### src/rtl/sumador_serie_n_bit_if.sv
// sumador_serie_n_bit_if: request/result bundle for the bit-serial adder (RESTA present only with SUMADOR_RESTA_EN)
interface sumador_serie_n_bit_if #(parameter int N = 4);
    logic         inicio;
    logic [N-1:0] A;
    logic [N-1:0] B;
    logic         CIN;
`ifdef SUMADOR_RESTA_EN
    logic         RESTA;
`endif
    logic         ocupado;
    logic         hecho;
    logic [N-1:0] S;
    logic         COUT;
    logic         DESBORDE;
`ifdef SUMADOR_RESTA_EN
    modport master (output inicio, A, B, CIN, RESTA, input ocupado, hecho, S, COUT, DESBORDE);
    modport slave  (input inicio, A, B, CIN, RESTA, output ocupado, hecho, S, COUT, DESBORDE);
`else
    modport master (output inicio, A, B, CIN, input ocupado, hecho, S, COUT, DESBORDE);
    modport slave  (input inicio, A, B, CIN, output ocupado, hecho, S, COUT, DESBORDE);
`endif
endinterface

### src/rtl/sumador_serie_n_bit.sv
// sumador_serie_n_bit: N-bit serial adder, one bit per cycle LSB first; SUMADOR_RESTA_EN adds a subtract mode
module sumador_serie_n_bit #(
    parameter int N = 4
) (
    input logic               clk,
    input logic               rst_n,
    sumador_serie_n_bit_if.slave bus
);
    localparam int CW = $clog2(N + 1);
    typedef enum logic [1:0] {REPOSO, SUMANDO, FIN} estado_t;
    estado_t       estado_q, estado_d;
    logic [N-1:0]  a_q, a_d, b_q, b_d, res_q, res_d, s_q, s_d;
    logic [CW-1:0] cnt_q, cnt_d;
    logic          carry_q, carry_d, cout_q, cout_d, desb_q, desb_d;
    logic          suma, acarreo;
    // State and datapath registers; reset abandons any operation in flight
    always_ff @(posedge clk or negedge rst_n) begin
        if (!rst_n) begin
            estado_q <= REPOSO;
            a_q      <= '0;
            b_q      <= '0;
            res_q    <= '0;
            s_q      <= '0;
            cnt_q    <= '0;
            carry_q  <= 1'b0;
            cout_q   <= 1'b0;
            desb_q   <= 1'b0;
        end else begin
            estado_q <= estado_d;
            a_q      <= a_d;
            b_q      <= b_d;
            res_q    <= res_d;
            s_q      <= s_d;
            cnt_q    <= cnt_d;
            carry_q  <= carry_d;
            cout_q   <= cout_d;
            desb_q   <= desb_d;
        end
    end
    // Next state: operands shift right so bit 0 is always the current bit; sum bits enter the result at the top
    always_comb begin
        estado_d = estado_q;
        a_d      = a_q;
        b_d      = b_q;
        res_d    = res_q;
        s_d      = s_q;
        cnt_d    = cnt_q;
        carry_d  = carry_q;
        cout_d   = cout_q;
        desb_d   = desb_q;
        suma     = a_q[0] ^ b_q[0] ^ carry_q;
        acarreo  = (a_q[0] & b_q[0]) | (carry_q & (a_q[0] ^ b_q[0]));
        case (estado_q)
            REPOSO: begin
                if (bus.inicio) begin
                    a_d      = bus.A;
`ifdef SUMADOR_RESTA_EN
                    b_d      = bus.RESTA ? ~bus.B : bus.B;
                    carry_d  = bus.RESTA ? ~bus.CIN : bus.CIN;
`else
                    b_d      = bus.B;
                    carry_d  = bus.CIN;
`endif
                    res_d    = '0;
                    cnt_d    = '0;
                    estado_d = SUMANDO;
                end
            end
            SUMANDO: begin
                a_d     = a_q >> 1;
                b_d     = b_q >> 1;
                res_d   = (res_q >> 1) | (N'(suma) << (N - 1));
                carry_d = acarreo;
                cnt_d   = cnt_q + CW'(1);
                if (cnt_q == CW'(N - 1)) begin
                    s_d      = res_d;
                    cout_d   = acarreo;
                    desb_d   = carry_q ^ acarreo;
                    estado_d = FIN;
                end
            end
            FIN:     estado_d = REPOSO;
            default: estado_d = REPOSO;
        endcase
    end
    assign bus.ocupado  = estado_q != REPOSO;
    assign bus.hecho    = estado_q == FIN;
    assign bus.S        = s_q;
    assign bus.COUT     = cout_q;
    assign bus.DESBORDE = desb_q;
endmodule

### src/flat_wrapper.sv
// flat-port wrapper written by rule: the top's interface ports become plain ports
module sumador_serie_n_bit_flat 
#(
    parameter int N = 4
)
  (clk, rst_n, bus_inicio, bus_A, bus_B, bus_CIN, bus_ocupado, bus_hecho, bus_S, bus_COUT, bus_DESBORDE);
  sumador_serie_n_bit_if #(.N(N)) bus_i ();
  input logic clk;
  input logic rst_n;
  input wire logic [$bits(bus_i.inicio)-1:0] bus_inicio;
  input wire logic [$bits(bus_i.A)-1:0] bus_A;
  input wire logic [$bits(bus_i.B)-1:0] bus_B;
  input wire logic [$bits(bus_i.CIN)-1:0] bus_CIN;
  output wire logic [$bits(bus_i.ocupado)-1:0] bus_ocupado;
  output wire logic [$bits(bus_i.hecho)-1:0] bus_hecho;
  output wire logic [$bits(bus_i.S)-1:0] bus_S;
  output wire logic [$bits(bus_i.COUT)-1:0] bus_COUT;
  output wire logic [$bits(bus_i.DESBORDE)-1:0] bus_DESBORDE;
  assign bus_i.inicio = bus_inicio;
  assign bus_i.A = bus_A;
  assign bus_i.B = bus_B;
  assign bus_i.CIN = bus_CIN;
  assign bus_ocupado = bus_i.ocupado;
  assign bus_hecho = bus_i.hecho;
  assign bus_S = bus_i.S;
  assign bus_COUT = bus_i.COUT;
  assign bus_DESBORDE = bus_i.DESBORDE;
  sumador_serie_n_bit #(.N(N)) u_core (.clk(clk), .rst_n(rst_n), .bus(bus_i));
endmodule
### config.mk
export PLATFORM = sky130hd
export DESIGN_NAME = sumador_serie_n_bit_flat
export DESIGN_NICKNAME = d
export VERILOG_FILES = /design/src/rtl/sumador_serie_n_bit_if.sv /design/src/rtl/sumador_serie_n_bit.sv /design/src/flat_wrapper.sv
export SDC_FILE = /design/constraint.sdc
export NUM_CORES = 1
export LEC_CHECK = 0
export CAP_MARGIN = 15
export CELL_PAD_IN_SITES_DETAIL_PLACEMENT = 0
export CELL_PAD_IN_SITES_GLOBAL_PLACEMENT = 1
export CORE_MARGIN = 2
export CORE_UTILIZATION = 35
export DETAILED_ROUTE_END_ITERATION = 12
export GPL_TIMING_DRIVEN = 0
export PLACE_DENSITY = 0.78
export SLEW_MARGIN = 5
export SYNTH_ARGS = -nofsm -noshare
export SYNTH_HDL_FRONTEND = slang
export SYNTH_SLANG_ARGS = --single-unit
### constraint.sdc
create_clock -name clk -period 1.2 [get_ports clk]
set_input_delay 0.12 -clock clk [delete_from_list [all_inputs] [get_ports clk]]
set_output_delay 0.12 -clock clk [all_outputs]
set_load 0.02 [all_outputs]
==> flow_summary.json, run 1 <==
{
  "outcome": "complete, but fails checks",
  "violations": "negative setup slack",
  "cpMostUsedCell": "ha_4",
  "worstPathCellList": "ha_4 -> ha_4 -> nand3b_4 -> mux2_4",
  "setup_violations": 8,
  "cts-root-buf": "clkbuf_4",
  "cp_data_arrival_time_ns": 1.54,
  "fin_nets": 140,
  "place_inst": 137,
  "ys.flop_type": "dfrtp_1",
  "yosysMostFrequentCell": "dfrtp_1",
  "cts_buffer_depth": 2,
  "worstRegToRegCells": 4,
  "synth_area_mm2": 0.001035,
  "insertion_delay_ns": 0.31,
  "die_w_um": 58.37,
  "numPortBuffers": 19,
  "synth_common_cells": "dfrtp_1, o22ai_1, a21oi_1",
  "synth_fp_nets": 102,
  "tightest_slew_ns": 1.041,
  "place_ws_ns": -0.3610,
  "critPathCaptureType": "flop",
  "crit_path_max_incr_delay_ns": 0.43,
  "async_reset_ff_frac": 1.000,
  "final_layout_size_suffix_gt1_frac": 0.4194,
  "coreArea_mm2": 0.002781,
  "max_slew_margin": 0.3037,
  "chipHeight_um": 58.37,
  "crit_cells": 4,
  "postCtsHoldBufs": 0,
  "routabilityCongestion": 0.7188,
  "ios": 20,
  "yosys.area.top_type": "dfrtp_1",
  "worstPathRequired_ns": 1.41,
  "vias_per_cell": 5.490,
  "synthTopCellsByArea": "dfrtp_1, o22ai_1, mux2_4, a21oi_1, a22o_1",
  "synth_warnings": 0,
  "drtIter0Drc": 26,
  "htreeDepth": 1,
  "cpLargestDelayFamily": "flip-flops",
  "ir_drop_uv": 1871,
  "wl_per_cell_um": 14.59,
  "layout_setup_ws_ns": -0.1285,
  "dr_total_vias": 851,
  "p_leak_uw": 0.0007000,
  "fin_cells": 155,
  "timing.rr.end": "u_core.bus.COUT",
  "drv_cap": 0,
  "grt_max_degree": 24,
  "die_area_mm2": 0.003407,
  "crit_type": "flop to flop",
  "max_freq_ghz": 0.7527,
  "r2r-start": "u_core.cnt_q[1]",
  "reg2reg_slack_ns": -0.13,
  "yosysUniqueCellTypes": 22,
  "grt_first_pass_wirelength_um": 3491,
  "cts-buffers-inserted": 3,
  "rows": 19,
  "fin_crit_sh": 1.107,
  "path_buf_inv": 0,
  "grt-ovfl-total": 0,
  "rsz0062_at_grt": "true",
  "cts.clk_slew.worst_paths_ns": 0.13,
  "cp_max_fo": 7,
  "hp-class": "primary input to async pin",
  "min_period_ns": 1.329,
  "ys_seq_area_frac": 0.5562,
  "grt_pass1_vias": 792,
  "cts_tree": "done",
  "critPathLaunchType": "flop",
  "avgSynthCellArea_um2": 11.89,
  "drc": 0,
  "dr.pass1.iters": 4,
  "cts_sinks": 23,
  "netlist.area_leader.share": 0.5562,
  "slew_violations": 0,
  "antenna_found_initial": 0,
  "initial_core_util": 0.3720,
  "wirelength_um": 2261,
  "hold_viol": 0,
  "synth_edf_count": 0,
  "skew_ns": 0.0006687,
  "grtUsageTotal": 0.1336,
  "n_antenna_cell": 0,
  "hpwlAfterDp_um": 1412,
  "syn_inst": 87,
  "powerDensity_mw_per_mm2": 2652,
  "cpMaxStageDelayCell": "dfrtp_1",
  "syn2layout_area_growth_pct": 50.06,
  "postRouteAntennaNets": 0,
  "ys_ff_latch": 23
}
area by class of cell:
cell class | instances | area, um^2
Buffer | 4 | 41.29
Clock buffer | 3 | 22.52
Clock inverter | 1 | 5.005
Fill cell | 241 | 1229
Inverter | 4 | 32.53
Multi-Input combinational cell | 56 | 533.0
Sequential cell | 23 | 575.6
Tap cell | 31 | 38.79
Timing Repair Buffer | 33 | 304.0
sequential cells by signal, indices dropped and copies added, names as in the netlist:
name	count
u_core.estado_q	2
u_core.bus.DESBORDE	1
u_core.bus.COUT	1
u_core.bus.S	4
u_core.res_q	3
u_core.cnt_q	3
u_core.a_q	4
u_core.carry_q	1
u_core.b_q	4
cell families (layout without fill, tap and decap cells):
kind of cell             count (synthesis)  count (layout)  synth area share
AO/OA/AOI/OAI                           34              34            0.2019
adder cells (fa/ha/maj)                  3               3           0.04353
buffers and inverters                    8              45           0.04473
multiplexers                             5               5           0.07255
flip-flops                              23              23            0.5562
AND/OR/NAND/NOR                         13              13           0.07256
XOR/XNOR                                 1               1          0.008466
report_power, final:
group	internal, uW	switching, uW
clock	125	236
sequential	1130	273
combinational	1290	1060
routing by layer:
metal	track usage	share of wire
met4	0.01993	0.0093
met1	0.1671	0.41
met3	0.04176	0.062
met2	0.2311	0.52
met5	0	0
stage by stage:
step / TNS [ns] / hold WS (ns) / total power (uW) / util / area [um^2]
after floorplan: -0.3203 / -0.1756 / 2569 / - / 1050
final: -0.7107 / 0.3604 / 4118 / 0.5583 / 1553
after CTS: -0.8300 / 0.3515 / 3841 / 0.5200 / 1446
after global routing: -1.221 / 0.3444 / 4402 / 0.5583 / 1553
after detailed placement: -6.868 / 0.4710 / 3108 / 0.4597 / 1279
after global placement: -6.230 / 0.4620 / 3038 / 0.4597 / 1279
cells in the final DEF, fill, tap and decap left out:
cell type,netlist,layout
a21oi_1,8,8
a22o_1,4,4
buf_4,2,12
buf_6,1,8
clkbuf_4,0,3
clkdlybuf4s15_1,0,2
clkdlybuf4s50_1,0,11
clkinv_2,0,1
clkinv_8,0,1
dfrtp_1,23,23
dlygate4sd2_1,0,4
fa_2,0,1
ha_4,0,2
inv_1,2,2
inv_6,0,1
mux2_4,5,5
nand2_1,6,4
nand2_2,0,1
nand2_4,0,1
nand2b_4,0,2
nand3b_4,1,1
nor2_1,3,1
nor2_2,0,1
nor2_4,0,1
nor2b_1,1,1
o21ai_0,7,6
o21ai_2,0,1
o21bai_2,1,1
o22ai_1,14,5
o22ai_2,0,9
xnor2_1,1,1
worst max-delay path by stage:
stage                       start              end  slack (ns)
3_3_place_gp   u_core.estado_q[1]        bus_hecho       -0.37
3_5_place_dp   u_core.estado_q[1]        bus_hecho       -0.36
2_1_floorplan     u_core.cnt_q[0]  u_core.bus.COUT       -0.06
5_1_grt           u_core.cnt_q[0]  u_core.bus.S[3]       -0.17
6_report          u_core.cnt_q[1]  u_core.bus.COUT       -0.13
4_1_cts           u_core.cnt_q[1]  u_core.bus.COUT       -0.13
repair_timing:
item,in CTS,in global routing
endpoints found under the setup margin,16,22
resized for setup,37,16
buffers inserted,8,5
cloned,0,1
pin swaps,2,5
(Power assumes the default switching activity.)
==> run 2, diff against run 1 <==
--- a/config.mk
+++ b/config.mk
@@ -12,7 +12,7 @@
 export CORE_UTILIZATION = 35
 export DETAILED_ROUTE_END_ITERATION = 12
 export GPL_TIMING_DRIVEN = 0
-export PLACE_DENSITY = 0.78
+export PLACE_DENSITY_LB_ADDON = 0.15
 export SLEW_MARGIN = 5
 export SYNTH_ARGS = -nofsm -noshare
 export SYNTH_HDL_FRONTEND = slang
==> run 2 against run 1 <==
The flow still finishes with violations (negative setup slack). Utilization fell by 1.2 points. Clock-buffer cell count stayed put. Final cell count did not move. Register-to-register slack got worse by 0.02 ns. First-iteration DRC count fell by 62%. Worst setup slack lost 0.016 ns. Clock skew is 0.0067 ns higher. Non-clock buffer count stayed put. Critical path depth is the same. Critical endpoint unchanged. Largest cell class unchanged.
==> flow_summary.json, run 2 (synthesis gave the netlist of run 1 again) <==
{
  "outcome": "complete, but fails checks",
  "violations": "negative setup slack",
  "worstHoldStart": "bus_A[3]",
  "hold_viol": 0,
  "skew_ns": 0.007402,
  "final_layout_size_suffix_gt1_frac": 0.4113,
  "ir_drop_uv": 1318,
  "worstPathRequired_ns": 1.41,
  "rows": 19,
  "powerDensity_mw_per_mm2": 2584,
  "htreeDepth": 1,
  "tightest_slew_ns": 1.030,
  "grt_first_pass_wirelength_um": 3677,
  "drv_cap": 0,
  "final_cell_mix": "dfrtp_1, buf_4, clkdlybuf4s50_1",
  "r2r-start": "u_core.cnt_q[0]",
  "max_slew_margin": 0.3108,
  "rsz0062_at_grt": "true",
  "wl_per_cell_um": 14.49,
  "dr.pass1.iters": 4,
  "slew_violations": 0,
  "final_common_cell": "dfrtp_1",
  "crit_type": "flop to flop",
  "n_antenna_cell": 0,
  "grt_max_degree": 24,
  "setup_violations": 12,
  "dr_total_vias": 821,
  "max_freq_ghz": 0.7436,
  "cts-root-buf": "clkbuf_4",
  "timing.rr.end": "u_core.bus.COUT",
  "antenna_found_initial": 0,
  "dr.max_layer_used": "met4",
  "place_inst": 137,
  "cts_buffer_depth": 2,
  "cts_sinks": 23,
  "place_ws_ns": -0.3659,
  "worstRegToRegCells": 4,
  "hold_depth": 3,
  "min_period_ns": 1.345,
  "fin_nets": 140,
  "die_w_um": 58.37,
  "chipHeight_um": 58.37,
  "wl_met1_um": 1077,
  "layout_setup_ws_ns": -0.1448,
  "grt_pass1_vias": 820,
  "met2_length_um": 1039,
  "insertion_delay_ns": 0.32,
  "hp-class": "primary input to flop",
  "cts.clk_slew.worst_paths_ns": 0.14,
  "cts_tree": "done",
  "cp_max_fo": 8,
  "hpwlAfterDp_um": 1443,
  "critPathCaptureType": "flop",
  "grtUsageTotal": 0.1399,
  "drtIter0Drc": 10,
  "ios": 20,
  "grt-ovfl-total": 0,
  "drc": 0,
  "coreArea_mm2": 0.002781,
  "syn2layout_area_growth_pct": 46.92,
  "cts-buffers-inserted": 3,
  "wl_met3_um": 112,
  "p_leak_uw": 0.0006947,
  "numPortBuffers": 19,
  "die_area_mm2": 0.003407,
  "routabilityCongestion": 0.6537,
  "fin_crit_sh": 1.121,
  "initial_core_util": 0.3720,
  "cp_data_arrival_time_ns": 1.56,
  "min_to": "u_core.a_q[3]",
  "reg2reg_slack_ns": -0.14,
  "postRouteAntennaNets": 0,
  "vias_per_cell": 5.297,
  "critPathLaunchType": "flop",
  "wirelength_um": 2246,
  "fin_cells": 155
}
-- run 2: power breakdown --
group,switching [uW],internal [uW]
Combinational,992,1180
Clock,248,127
Sequential,254,1130
Total,1490,2440
-- run 2: cell type report --
cell class | count | area, um^2
tap | 31 | 38.79
fill | 258 | 1261
clock buffer | 3 | 22.52
timing repair buffer | 33 | 290.3
sequential | 23 | 575.6
multi-input combinational | 56 | 515.5
buffer | 4 | 37.54
inverter | 4 | 32.53
clock inverter | 1 | 7.507
-- run 2: repair_timing --
item / in CTS / in global routing
hold buffers: 0 / 0
setup buffers: 6 / 7
resized for setup: 29 / 22
setup endpoints to repair: 16 / 24
pin swaps: 1 / 8
gates cloned: 0 / 1
-- run 2: critical path: stages, from the launching register on --
cell	delay, ns
dfrtp_1	0.41
ha_2	0.21
ha_4	0.17
nand3b_4	0.15
mux2_4	0.31
-- run 2: how the worst max path moves through the flow --
stage	from	endpoint	cells after the start
finish	u_core.cnt_q[0]	u_core.bus.COUT	4
global route	u_core.cnt_q[0]	u_core.bus.COUT	4
CTS	u_core.cnt_q[0]	u_core.bus.S[1]	4
detailed placement	u_core.estado_q[1]	bus_hecho	4
global placement	u_core.estado_q[1]	bus_hecho	4
floorplan	u_core.cnt_q[0]	u_core.bus.COUT	4
-- run 2: per-layer routing --
layer  vias to the layer above  track usage
met5                         -            0
met4                         0      0.03987
met3                         2      0.01978
met2                        24       0.2311
met1                       405       0.1920
li1                        390            -
-- run 2: stage by stage --
stage / util / hold WS (ns) / cell area, um^2 / TNS (ns) / total power (uW)
floorplan: - / -0.1756 / 1050 / -0.3203 / 2569
global placement: 0.4597 / 0.4619 / 1279 / -7.103 / 3056
detailed placement: 0.4597 / 0.4726 / 1279 / -7.208 / 3120
CTS: 0.4980 / 0.3381 / 1385 / -0.9620 / 3655
global route: 0.5466 / 0.3173 / 1520 / -1.574 / 4232
finish: 0.5466 / 0.3248 / 1520 / -0.8602 / 3929
==> run 3, diff against run 2 <==
--- a/config.mk
+++ b/config.mk
@@ -17,3 +17,4 @@
 export SYNTH_ARGS = -nofsm -noshare
 export SYNTH_HDL_FRONTEND = slang
 export SYNTH_SLANG_ARGS = --single-unit
+export TNS_END_PERCENT = 50
==> constraint.sdc (replaced) <==
create_clock -name clk -period 1.2 [get_ports clk]
set_input_delay 0.12 -clock clk [delete_from_list [all_inputs] [get_ports clk]]
set_output_delay 0.12 -clock clk [all_outputs]
set_load 0.005 [all_outputs]
==> run 3 against run 2 <==
Worst setup slack improved by 0.0025 ns. Clock power decreased by 2%. Total power decreased by 0.81%. Global-route usage increased by 0.56 points. Non-clock buffer count decreased by 4. Sequential power about the same. Highest routed layer unchanged. The run still ends with negative setup slack left. Hold slack improved by 0.023 ns. Via count decreased by 1.8%. Register-to-register slack about the same. Clock-buffer cell count unchanged. Clock skew decreased by 0.0047 ns. Largest cell class unchanged. Combinational power decreased by 2%.
==> flow_summary.json, run 3 (synthesis gave the netlist of run 1 again) <==
{
  "outcome": "complete, but fails checks",
  "violations": "negative setup slack",
  "critPathLaunchType": "flop",
  "postRouteAntennaNets": 0,
  "cts_buffer_depth": 2,
  "slew_violations": 0,
  "hold_viol": 0,
  "post-route-util": 0.5551,
  "combinationalPowerShare": 0.545,
  "drc": 0,
  "p_sw_frac": 0.3641,
  "p_sw_uw": 1419,
  "drtIter0Drc": 6,
  "htreeDepth": 1,
  "antenna_found_initial": 0,
  "max_freq_ghz": 0.7450,
  "max_slew_margin": 0.3093,
  "cts_sinks": 23,
  "cts.clk_slew.worst_paths_ns": 0.13,
  "fin_nets": 137,
  "intPower_uw": 2478,
  "setup_violations": 9,
  "rsz0062_at_grt": "true",
  "cp_data_arrival_time_ns": 1.55,
  "wirelength_um": 2284,
  "ios": 20,
  "rows": 19,
  "vias_per_cell": 5.303,
  "syn2layout_area_growth_pct": 49.21,
  "hpwlAfterDp_um": 1443,
  "worstPathRequired_ns": 1.41,
  "ir_drop_uv": 1270,
  "grt_pass1_vias": 846,
  "cts_tree": "done",
  "grt-ovfl-total": 0,
  "die_area_mm2": 0.003407,
  "wl_per_cell_um": 15.03,
  "final_common_cell": "dfrtp_1",
  "cts-buffers-inserted": 3,
  "grt_max_degree": 24,
  "hp-class": "primary input to flop",
  "regArea_um2": 575.6,
  "n_antenna_cell": 0,
  "min_period_ns": 1.342,
  "seq_power_share": 0.360,
  "dpl_cell_area_mm2": 0.001279,
  "power_frac_clock": 0.095,
  "skew_ns": 0.002679,
  "grt_first_pass_wirelength_um": 3788,
  "fin_crit_sh": 1.119,
  "final_layout_size_suffix_gt1_frac": 0.4215,
  "layout_setup_ws_ns": -0.1423,
  "crit_type": "flop to flop",
  "tns_ns": -0.9833,
  "grtUsageTotal": 0.1455,
  "numPortBuffers": 19,
  "coreArea_mm2": 0.002781,
  "dr.pass1.iters": 4,
  "powerDensity_mw_per_mm2": 2524,
  "final_cell_mix": "dfrtp_1, o22ai_2, clkdlybuf4s50_1",
  "initial_core_util": 0.3720,
  "critPathCaptureType": "flop",
  "routabilityCongestion": 0.6537,
  "chipHeight_um": 58.37,
  "place_inst": 137,
  "power_uw": 3897,
  "p_leak_uw": 0.0006923,
  "multi_input_area_um2": 555.5,
  "stdcell_area_mm2": 0.001544,
  "insertion_delay_ns": 0.31,
  "dr_total_vias": 806,
  "cp_max_fo": 7,
  "fillers": 260,
  "tightest_slew_ns": 1.033,
  "drv_cap": 0,
  "fin_cells": 152,
  "die_w_um": 58.37,
  "cts-root-buf": "clkbuf_4"
}
[run 3: cell count changes in the layout (fill, tap and decap cells not counted), sizes merged]
cell / change
inv: +1
dlygate4sd2: +2
buf: -4
clkdlybuf4s15: -2
nand2b: +1
clkinv: -1
[run 3: path summary, 6_finish.rpt]
path                                  from               to  slack, ns  depth (start not counted)
max                        u_core.cnt_q[1]  u_core.bus.S[1]      -0.14                          4
min                               bus_A[3]    u_core.a_q[3]       0.35                          3
max reg2reg                u_core.cnt_q[1]  u_core.bus.S[1]      -0.14                          4
min reg2reg                u_core.cnt_q[2]  u_core.cnt_q[2]       0.49                          2
max in group asynchronous            rst_n  u_core.cnt_q[2]       0.22                          1
min in group asynchronous            rst_n  u_core.bus.S[3]       0.36                          1
[run 3: power by group through the flow]
stage	clock, uW	sequential (uW)	combinational, uW
after global routing	423	1450	2340
after global placement	0	1380	1550
after CTS	387	1380	1970
after floorplan	0	1350	1090
after detailed placement	0	1400	1590
final	369	1400	2120
[run 3: through the flow]
step | setup WS, ns | hold WS [ns]
final | -0.1423 | 0.3482
after global routing | -0.2024 | 0.3317
after CTS | -0.1478 | 0.3381
after detailed placement | -0.2626 | 0.4726
after global placement | -0.2630 | 0.4619
after floorplan | -0.06410 | -0.1756
[run 3: worst max-delay path, cell delays in order, from the launching register on]
cell and delay, ns:
dfrtp_1 0.41, ha_2 0.20, ha_4 0.17, nand3b_4 0.15, mux2_4 0.31
[run 3: routing by layer]
layer | track usage | wire length (um)
met5 | 0 | 0
met1 | 0.1963 | 1045
met2 | 0.2440 | 1135
met4 | 0.04319 | 19
met3 | 0.01978 | 84
[run 3: what timing repair did]
action	in CTS	in global routing
gates cloned	0	1
resized for setup	35	14
hold buffers	0	0
buffers inserted	10	1
setup endpoints to repair	16	20
pin swaps	3	6
[run 3: final cells by class]
cell class / count / area share
flip-flops and latches: 23 / 0.3728
clock buffers: 3 / 0.01459
well taps: 31 / 0.02512
clock inverters: 1 / 0.004862
inverters: 4 / 0.02269
repair buffers: 30 / 0.1807
plain buffers: 3 / 0.01945
multi-input cells: 57 / 0.3598
